$ cat src/rtl/fdtd_step_sched_if.sv
// Chunk request handshake between the FDTD step scheduler and the mem_ctrl/acc datapath.
// The scheduler (master) holds sel/base/len stable while phase_req_o is high and waits for phase_done_i.
interface fdtd_step_sched_if #(
    parameter int CELL_W  = 15,
    parameter int CHUNK_W = 6
) ();
    logic               phase_req_o;
    logic [1:0]         phase_sel_o;
    logic [CELL_W-1:0]  chunk_base_o;
    logic [CHUNK_W-1:0] chunk_len_o;
    logic               phase_done_i;

    modport master (
        output phase_req_o,
        output phase_sel_o,
        output chunk_base_o,
        output chunk_len_o,
        input  phase_done_i
    );

    modport slave (
        input  phase_req_o,
        input  phase_sel_o,
        input  chunk_base_o,
        input  chunk_len_o,
        output phase_done_i
    );
endinterface

$ cat src/rtl/fdtd_step_sched.sv
// FDTD time-step scheduler: walks the field in buffer-sized chunks for the Hy and Ez
// updates, injects the source once per step, and counts steps until the run completes.
// Every output comes straight from a register; the next-state logic computes all of them.
module fdtd_step_sched #(
    parameter int CELL_W  = 15,
    parameter int CHUNK_W = 6,
    parameter int STEP_W  = 16
) (
    input  logic                ACLK,
    input  logic                ARESETn,
    input  logic                start_i,
    input  logic                abort_i,
    input  logic [CELL_W-1:0]   num_cells_i,
    input  logic [CHUNK_W-1:0]  chunk_size_i,
    input  logic [STEP_W-1:0]   num_steps_i,
    fdtd_step_sched_if.master   phase,
    output logic                busy_o,
    output logic [STEP_W-1:0]   step_cnt_o,
    output logic                done_o,
    output logic                err_o
);
    typedef enum logic [2:0] {
        IDLE = 3'd0,
        HY   = 3'd1,
        EZ   = 3'd2,
        SRC  = 3'd3,
        STEP = 3'd4,
        DONE = 3'd5
    } state_t;

    localparam logic [STEP_W-1:0]  STEP_ONE  = {{(STEP_W-1){1'b0}}, 1'b1};
    localparam logic [CHUNK_W-1:0] LEN_ONE   = {{(CHUNK_W-1){1'b0}}, 1'b1};
    localparam logic [CELL_W-1:0]  BASE_ZERO = {CELL_W{1'b0}};

    // Cells in the chunk starting at base: the chunk size, clipped at the end of the field.
    function automatic logic [CHUNK_W-1:0] chunk_len_f(
        input logic [CELL_W-1:0]  cells,
        input logic [CELL_W-1:0]  base,
        input logic [CHUNK_W-1:0] chunk
    );
        logic [CELL_W-1:0] remain;
        remain = cells - base;
        if (CELL_W'(chunk) <= remain) begin
            return chunk;
        end else begin
            return remain[CHUNK_W-1:0];
        end
    endfunction

    state_t             state_r, state_s;
    logic [CELL_W-1:0]  cells_r, cells_s;
    logic [CHUNK_W-1:0] chunk_r, chunk_s;
    logic [STEP_W-1:0]  steps_r, steps_s;
    logic [CELL_W-1:0]  base_r, base_s;
    logic [CHUNK_W-1:0] len_r, len_s;
    logic [1:0]         sel_r, sel_s;
    logic               req_r, req_s;
    logic [STEP_W-1:0]  step_cnt_r, step_cnt_s;
    logic               busy_r, busy_s;
    logic               done_r, done_s;
    logic               err_r, err_s;
    logic [CELL_W:0]    sum_s;
    logic               last_chunk_s;

    // One extra bit on the base sum so a chunk ending at the top of the cell range cannot wrap.
    always_comb begin
        sum_s        = {1'b0, base_r} + (CELL_W+1)'(len_r);
        last_chunk_s = (sum_s >= {1'b0, cells_r});
    end

    // Next-state and next-output logic; abort wins over a same-cycle chunk completion.
    always_comb begin
        state_s    = state_r;
        cells_s    = cells_r;
        chunk_s    = chunk_r;
        steps_s    = steps_r;
        base_s     = base_r;
        len_s      = len_r;
        sel_s      = sel_r;
        req_s      = req_r;
        step_cnt_s = step_cnt_r;
        busy_s     = busy_r;
        done_s     = 1'b0;
        err_s      = err_r;
        case (state_r)
            IDLE: begin
                if (start_i) begin
                    if ((num_cells_i == BASE_ZERO) || (chunk_size_i == {CHUNK_W{1'b0}}) ||
                        (num_steps_i == {STEP_W{1'b0}})) begin
                        err_s = 1'b1;
                    end else begin
                        cells_s    = num_cells_i;
                        chunk_s    = chunk_size_i;
                        steps_s    = num_steps_i;
                        state_s    = HY;
                        base_s     = BASE_ZERO;
                        step_cnt_s = {STEP_W{1'b0}};
                        err_s      = 1'b0;
                        busy_s     = 1'b1;
                        req_s      = 1'b1;
                        sel_s      = 2'd0;
                        len_s      = chunk_len_f(num_cells_i, BASE_ZERO, chunk_size_i);
                    end
                end else begin
                    req_s = 1'b0;
                end
            end
            HY, EZ: begin
                if (abort_i) begin
                    state_s = IDLE;
                    req_s   = 1'b0;
                    busy_s  = 1'b0;
                end else if (!req_r) begin
                    req_s = 1'b1;
                    sel_s = (state_r == HY) ? 2'd0 : 2'd1;
                    len_s = chunk_len_f(cells_r, base_r, chunk_r);
                end else if (phase.phase_done_i) begin
                    req_s = 1'b0;
                    if (last_chunk_s) begin
                        base_s  = BASE_ZERO;
                        state_s = (state_r == HY) ? EZ : SRC;
                    end else begin
                        base_s = sum_s[CELL_W-1:0];
                    end
                end else begin
                    req_s = 1'b1;
                end
            end
            SRC: begin
                if (abort_i) begin
                    state_s = IDLE;
                    req_s   = 1'b0;
                    busy_s  = 1'b0;
                end else if (!req_r) begin
                    req_s  = 1'b1;
                    sel_s  = 2'd2;
                    base_s = BASE_ZERO;
                    len_s  = LEN_ONE;
                end else if (phase.phase_done_i) begin
                    req_s   = 1'b0;
                    state_s = STEP;
                end else begin
                    req_s = 1'b1;
                end
            end
            STEP: begin
                if (abort_i) begin
                    state_s = IDLE;
                    busy_s  = 1'b0;
                end else begin
                    step_cnt_s = step_cnt_r + STEP_ONE;
                    if ((step_cnt_r + STEP_ONE) == steps_r) begin
                        state_s = DONE;
                        done_s  = 1'b1;
                    end else begin
                        state_s = HY;
                    end
                end
            end
            DONE: begin
                state_s = IDLE;
                busy_s  = 1'b0;
            end
            default: begin
                state_s = IDLE;
                req_s   = 1'b0;
                busy_s  = 1'b0;
            end
        endcase
    end

    // State and output registers, cleared asynchronously by ARESETn.
    always_ff @(posedge ACLK or negedge ARESETn) begin
        if (!ARESETn) begin
            state_r    <= IDLE;
            cells_r    <= BASE_ZERO;
            chunk_r    <= {CHUNK_W{1'b0}};
            steps_r    <= {STEP_W{1'b0}};
            base_r     <= BASE_ZERO;
            len_r      <= {CHUNK_W{1'b0}};
            sel_r      <= 2'd0;
            req_r      <= 1'b0;
            step_cnt_r <= {STEP_W{1'b0}};
            busy_r     <= 1'b0;
            done_r     <= 1'b0;
            err_r      <= 1'b0;
        end else begin
            state_r    <= state_s;
            cells_r    <= cells_s;
            chunk_r    <= chunk_s;
            steps_r    <= steps_s;
            base_r     <= base_s;
            len_r      <= len_s;
            sel_r      <= sel_s;
            req_r      <= req_s;
            step_cnt_r <= step_cnt_s;
            busy_r     <= busy_s;
            done_r     <= done_s;
            err_r      <= err_s;
        end
    end

    assign phase.phase_req_o  = req_r;
    assign phase.phase_sel_o  = sel_r;
    assign phase.chunk_base_o = base_r;
    assign phase.chunk_len_o  = len_r;
    assign busy_o             = busy_r;
    assign step_cnt_o         = step_cnt_r;
    assign done_o             = done_r;
    assign err_o              = err_r;
endmodule

$ cat src/flat_wrapper.sv
// flat-port wrapper written by rule: the top's interface ports become plain ports
module fdtd_step_sched_flat 
#(
    parameter int CELL_W  = 15,
    parameter int CHUNK_W = 6,
    parameter int STEP_W  = 16
)
  (ACLK, ARESETn, start_i, abort_i, num_cells_i, chunk_size_i, num_steps_i, busy_o, step_cnt_o, done_o, err_o, phase_phase_req_o, phase_phase_sel_o, phase_chunk_base_o, phase_chunk_len_o, phase_phase_done_i);
  fdtd_step_sched_if #(.CELL_W(CELL_W), .CHUNK_W(CHUNK_W)) phase_i ();
  input  logic ACLK;
  input  logic ARESETn;
  input  logic start_i;
  input  logic abort_i;
  input  logic [CELL_W-1:0] num_cells_i;
  input  logic [CHUNK_W-1:0] chunk_size_i;
  input  logic [STEP_W-1:0] num_steps_i;
  output logic busy_o;
  output logic [STEP_W-1:0] step_cnt_o;
  output logic done_o;
  output logic err_o;
  output wire logic [$bits(phase_i.phase_req_o)-1:0] phase_phase_req_o;
  output wire logic [$bits(phase_i.phase_sel_o)-1:0] phase_phase_sel_o;
  output wire logic [$bits(phase_i.chunk_base_o)-1:0] phase_chunk_base_o;
  output wire logic [$bits(phase_i.chunk_len_o)-1:0] phase_chunk_len_o;
  input wire logic [$bits(phase_i.phase_done_i)-1:0] phase_phase_done_i;
  assign phase_phase_req_o = phase_i.phase_req_o;
  assign phase_phase_sel_o = phase_i.phase_sel_o;
  assign phase_chunk_base_o = phase_i.chunk_base_o;
  assign phase_chunk_len_o = phase_i.chunk_len_o;
  assign phase_i.phase_done_i = phase_phase_done_i;
  fdtd_step_sched #(.CELL_W(CELL_W), .CHUNK_W(CHUNK_W), .STEP_W(STEP_W)) u_core (.ACLK(ACLK), .ARESETn(ARESETn), .start_i(start_i), .abort_i(abort_i), .num_cells_i(num_cells_i), .chunk_size_i(chunk_size_i), .num_steps_i(num_steps_i), .phase(phase_i), .busy_o(busy_o), .step_cnt_o(step_cnt_o), .done_o(done_o), .err_o(err_o));
endmodule
$ cat config.mk
export PLATFORM = sky130hd
export DESIGN_NAME = fdtd_step_sched_flat
export DESIGN_NICKNAME = d
export VERILOG_FILES = /design/src/rtl/fdtd_step_sched_if.sv /design/src/rtl/fdtd_step_sched.sv /design/src/flat_wrapper.sv
export SDC_FILE = /design/constraint.sdc
export NUM_CORES = 1
export LEC_CHECK = 0
export CAP_MARGIN = 20
export CORE_MARGIN = 2
export CORE_UTILIZATION = 55
export CTS_BUF_LIST = sky130_fd_sc_hd__clkbuf_4 sky130_fd_sc_hd__clkbuf_8
export CTS_CLUSTER_DIAMETER = 150
export DETAILED_ROUTE_END_ITERATION = 6
export HOLD_SLACK_MARGIN = 0.05
export MAX_ROUTING_LAYER = met4
export PLACE_DENSITY = 0.81
export RECOVER_POWER = 25
export SLEW_MARGIN = 30
export SYNTH_ARGS = -nofsm -noshare
export SYNTH_HDL_FRONTEND = slang
export SYNTH_SLANG_ARGS = --single-unit
$ cat constraint.sdc
create_clock -name ACLK -period 4.4 [get_ports ACLK]
set_input_delay 0.88 -clock ACLK [delete_from_list [all_inputs] [get_ports ACLK]]
set_output_delay 0.88 -clock ACLK [all_outputs]
set_load 0.02 [all_outputs]
==> metrics.md <==
| Metric | Value |
|---|---|
| Min-Delay Path Class | reg2reg |
| Grt total ovfl | 0 |
| CTS tree | built |
| Root Buffer | clkbuf_8 |
| Total power | 4.65 mW |
| Power Dens Cells | 676 nW/um2 |
| R2r setup slk | 0.38 ns |
| Core area | 10,200 um2 |
| Top cell family by delay on the critical path | compound AO/OA/AOI/OAI gates |
| Yosys Warn Count | 0 |
| GP Congestion | 0.935 |
| Final setup TNS | 0 ns |
| Slowest cell on crit path | dfrtp_1 |
| Yosys top cell by area | dfrtp_1 |
| Bufs and invs on worst path | 2 |
| Cells after Synth | 622 |
| Met2 WL | 6840 um |
| Die height | 106 um |
| Sw frac | 44.6% |
| Post-synth EDFFs | 0 |
| Worst-skew pair later-pin latency | 0.36 ns |
| Vias/cell | 5.95 |
| Failing checks | max-capacitance violations, max-slew violations |
| Post-synth top area share | 36.4% |
| Top Metal Used | met4 |
| FFs w/ async S/R, synth | 100% |
| Crit path largest cell delay | 0.43 ns |
| Drt pass-1 iters | 5 |
| First-pass GRT wire length | 24,300 um |
| Post-synth net total | 714 |
| Critical Path AT | 4.31 ns |
| Slew headroom | -39.8% |
| Clk network pwr share | 11.7% |
| Final HPWL DP | 10,900 um |
| Most frequent cells in the layout | clkdlybuf4s50_1, dfrtp_1, inv_1 |
| Top FF cell, synth | dfrtp_1 |
| Pre-CTS setup slack | 0.462 ns |
| LEAKAGE | 3.03 nW |
| Fill cell count | 801 |
| Met1 WL | 6460 um |
| Setup violators final | 0 |
| Vias post-DR | 5,011 |
| Layout area overhead | 20.5% |
| Synth Area per Inst | 9.18 um2 |
| CP cell instances | ha_1 > fa_1 > a21oi_1 > nor2_1 > nor2_1 > o21bai_1 > a21oi_1 > nor2_1 > xnor2_1 > ha_1 > a21o_1 > a21oi_1 > o21ai_0 > a211oi_1 > buf_4 > nor4b_2 > buf_4 > a22o_1 |
| # nets final | 794 |
| Initial antenna violation count | 0 |
| Worst-path maximum fanout | 15 |
| Combinational share of power | 60.7% |
| Crit Path Category | reg2reg |
| Fmax | 0.249 GHz |
| Storage cell area | 2080 um2 |
| Die area | 11,200 um2 |
| Drt drc | 0 |
| Finished Core Util | 67.5% |
| Seq/Total Area, Yosys | 36.4% |
| Diodes inserted | 0 |
| Max Cap Viol | 1 |
| Final worst-path cycle share | 91.4% |
| Number of synthesized register bits | 83 |
| Post-route worst setup slack | 0.380 ns |
| Min Tclk post-route | 4.02 ns |
| Worst Skew | 0.00677 ns |
| Longest Clk Path Bufs | 2 |
| # IOs | 85 |
| Crit end category | flip-flop |
| Die W | 106 um |
| Clock slew at the register clock pins of the worst setup and hold paths | 0.08 ns |
| CTS resizes | 0 |
| Tot GR Track Use | 27.9% |
| Largest net degree at the start of global routing | 84 |
| Postcts setup bufs | 0 |
| Reg power frac | 27.6% |
| Num CTS Buffers | 9 |
| Met3 wire length | 777 um |
| Initial Util | 56.1% |
| Unrepaired setup endpoints after global routing | no |
| WL/cell | 17.3 um |
| Top post-synthesis cells by area | dfrtp_1, ha_1, mux2_2 |
| Worst slew pin tran | 2.10 ns |
| Post-route ant nets | 0 |
| Pint | 2.58 mW |
| Vias in the first global route | 5,057 |
| Max VDD drop | 0.000359 V |
| CTS Hold Bufs | 0 |
| DRT iter0 DRCs | 377 |
| Crit start category | flip-flop |
| CTS H-tree lvls | 3 |
| Status | finished, violations left |
| Site Rows | 37 |
| Final WL | 14,500 um |
| Slew Limit Fails | 84 |
| I/O Buffers | 84 |
| Post-Syn Area | 5710 um2 |
| WP data required | 4.69 ns |
| Hold Fails Final Rpt | 0 |
| Multi-input logic area | 3360 um2 |
| Net Switching | 2.08 mW |
| CTS Sinks | 83 |
| Synth cell types | 56 |
| Share of layout cells above drive strength 1 | 8.50% |
## power groups by stage
stage	combinational [mW]	clock (mW)	sequential, mW
after floorplan	2.02	0	1.28
after global placement	2.70	0	1.28
after detailed placement	2.79	0	1.29
after CTS	2.82	0.552	1.28
after global routing	3.17	0.588	1.32
final	2.82	0.543	1.29
## per-stage QoR
step	hold WS, ns	cell area [um2]	instances
4_1_cts	0.493	6890	842
3_3_place_gp	0.469	6700	827
5_1_grt	0.512	6880	842
2_1_floorplan	0.450	5710	622
6_report	0.490	6880	842
3_5_place_dp	0.472	6700	827
## sequential cells by signal (all words and copies together), names as in the netlist
| register | count |
|---|---|
| u_core.done_o | 1 |
| u_core.busy_o | 1 |
| u_core.cells_r | 15 |
| u_core.err_o | 1 |
| u_core.step_cnt_o | 16 |
| u_core.phase.phase_sel_o | 2 |
| u_core.phase.chunk_len_o | 6 |
| u_core.phase.phase_req_o | 1 |
| u_core.steps_r | 16 |
| u_core.phase.chunk_base_o | 15 |
| u_core.chunk_r | 6 |
| u_core.state_r | 3 |
## area by class of cell
type	instances	area share (%)
Clock buffer	10	1.91
Sequential cell	83	30.2
Multi-Input combinational cell	467	48.9
Inverter	51	2.78
Clock inverter	5	0.800
Tap cell	136	2.47
Timing Repair Buffer	90	13.0
## tightest hold or removal path: cells and delay by family (launching register included)
family             cells  cell delay [ns]
DFF                    1             0.34
AOI/OAI and AO/OA      1             0.06
and+or+nand+nor        1             0.05
## cell usage after synthesis (7+ instances only)
master,instances
ha_1,48
nor2_1,43
clkbuf_1,16
mux2_2,31
inv_1,51
o31ai_1,7
nor3_1,16
nor4_1,10
xnor2_1,31
o21ai_0,43
a21o_1,12
nand4_1,9
dfrtp_1,83
and3_1,7
xor2_1,19
nand2_1,43
a22o_1,17
a21oi_1,34
nand3_1,24
## routing by layer
metal	up-vias	global-route usage, %
met4	0	9.96
met2	190	44.2
met5	-	-
li1	2399	-
met3	41	5.27
met1	2381	36.1
## kinds of logic (layout without fill, tap and decap cells)
kind of cell,Yosys count,after routing,synth area share [%]
XOR/XNOR,50,50,7.67
adder cells (fa/ha/maj),50,50,11.2
AO/OA/AOI/OAI,156,156,17.9
flip-flops,83,83,36.4
multiplexers,37,37,7.16
buffers and inverters,72,156,4.78
AND/OR/NAND/NOR,174,174,14.9
## final timing paths
kind	startpoint	end	cells after the start
worst max register to register	u_core.phase.chunk_base_o[0]$_DFFE_PN0P_	u_core.phase.chunk_base_o[13]$_DFFE_PN0P_	18
worst max-delay path	u_core.phase.chunk_base_o[0]$_DFFE_PN0P_	u_core.phase.chunk_base_o[13]$_DFFE_PN0P_	18
max in group asynchronous	ARESETn	u_core.step_cnt_o[15]$_DFFE_PN0P_	1
worst min register to register	u_core.chunk_r[0]$_DFFE_PN0P_	u_core.chunk_r[0]$_DFFE_PN0P_	2
min in group asynchronous	ARESETn	u_core.err_o$_DFFE_PN0P_	1
worst min-delay path	u_core.chunk_r[0]$_DFFE_PN0P_	u_core.chunk_r[0]$_DFFE_PN0P_	2
Power figures use the tool's default switching activity.
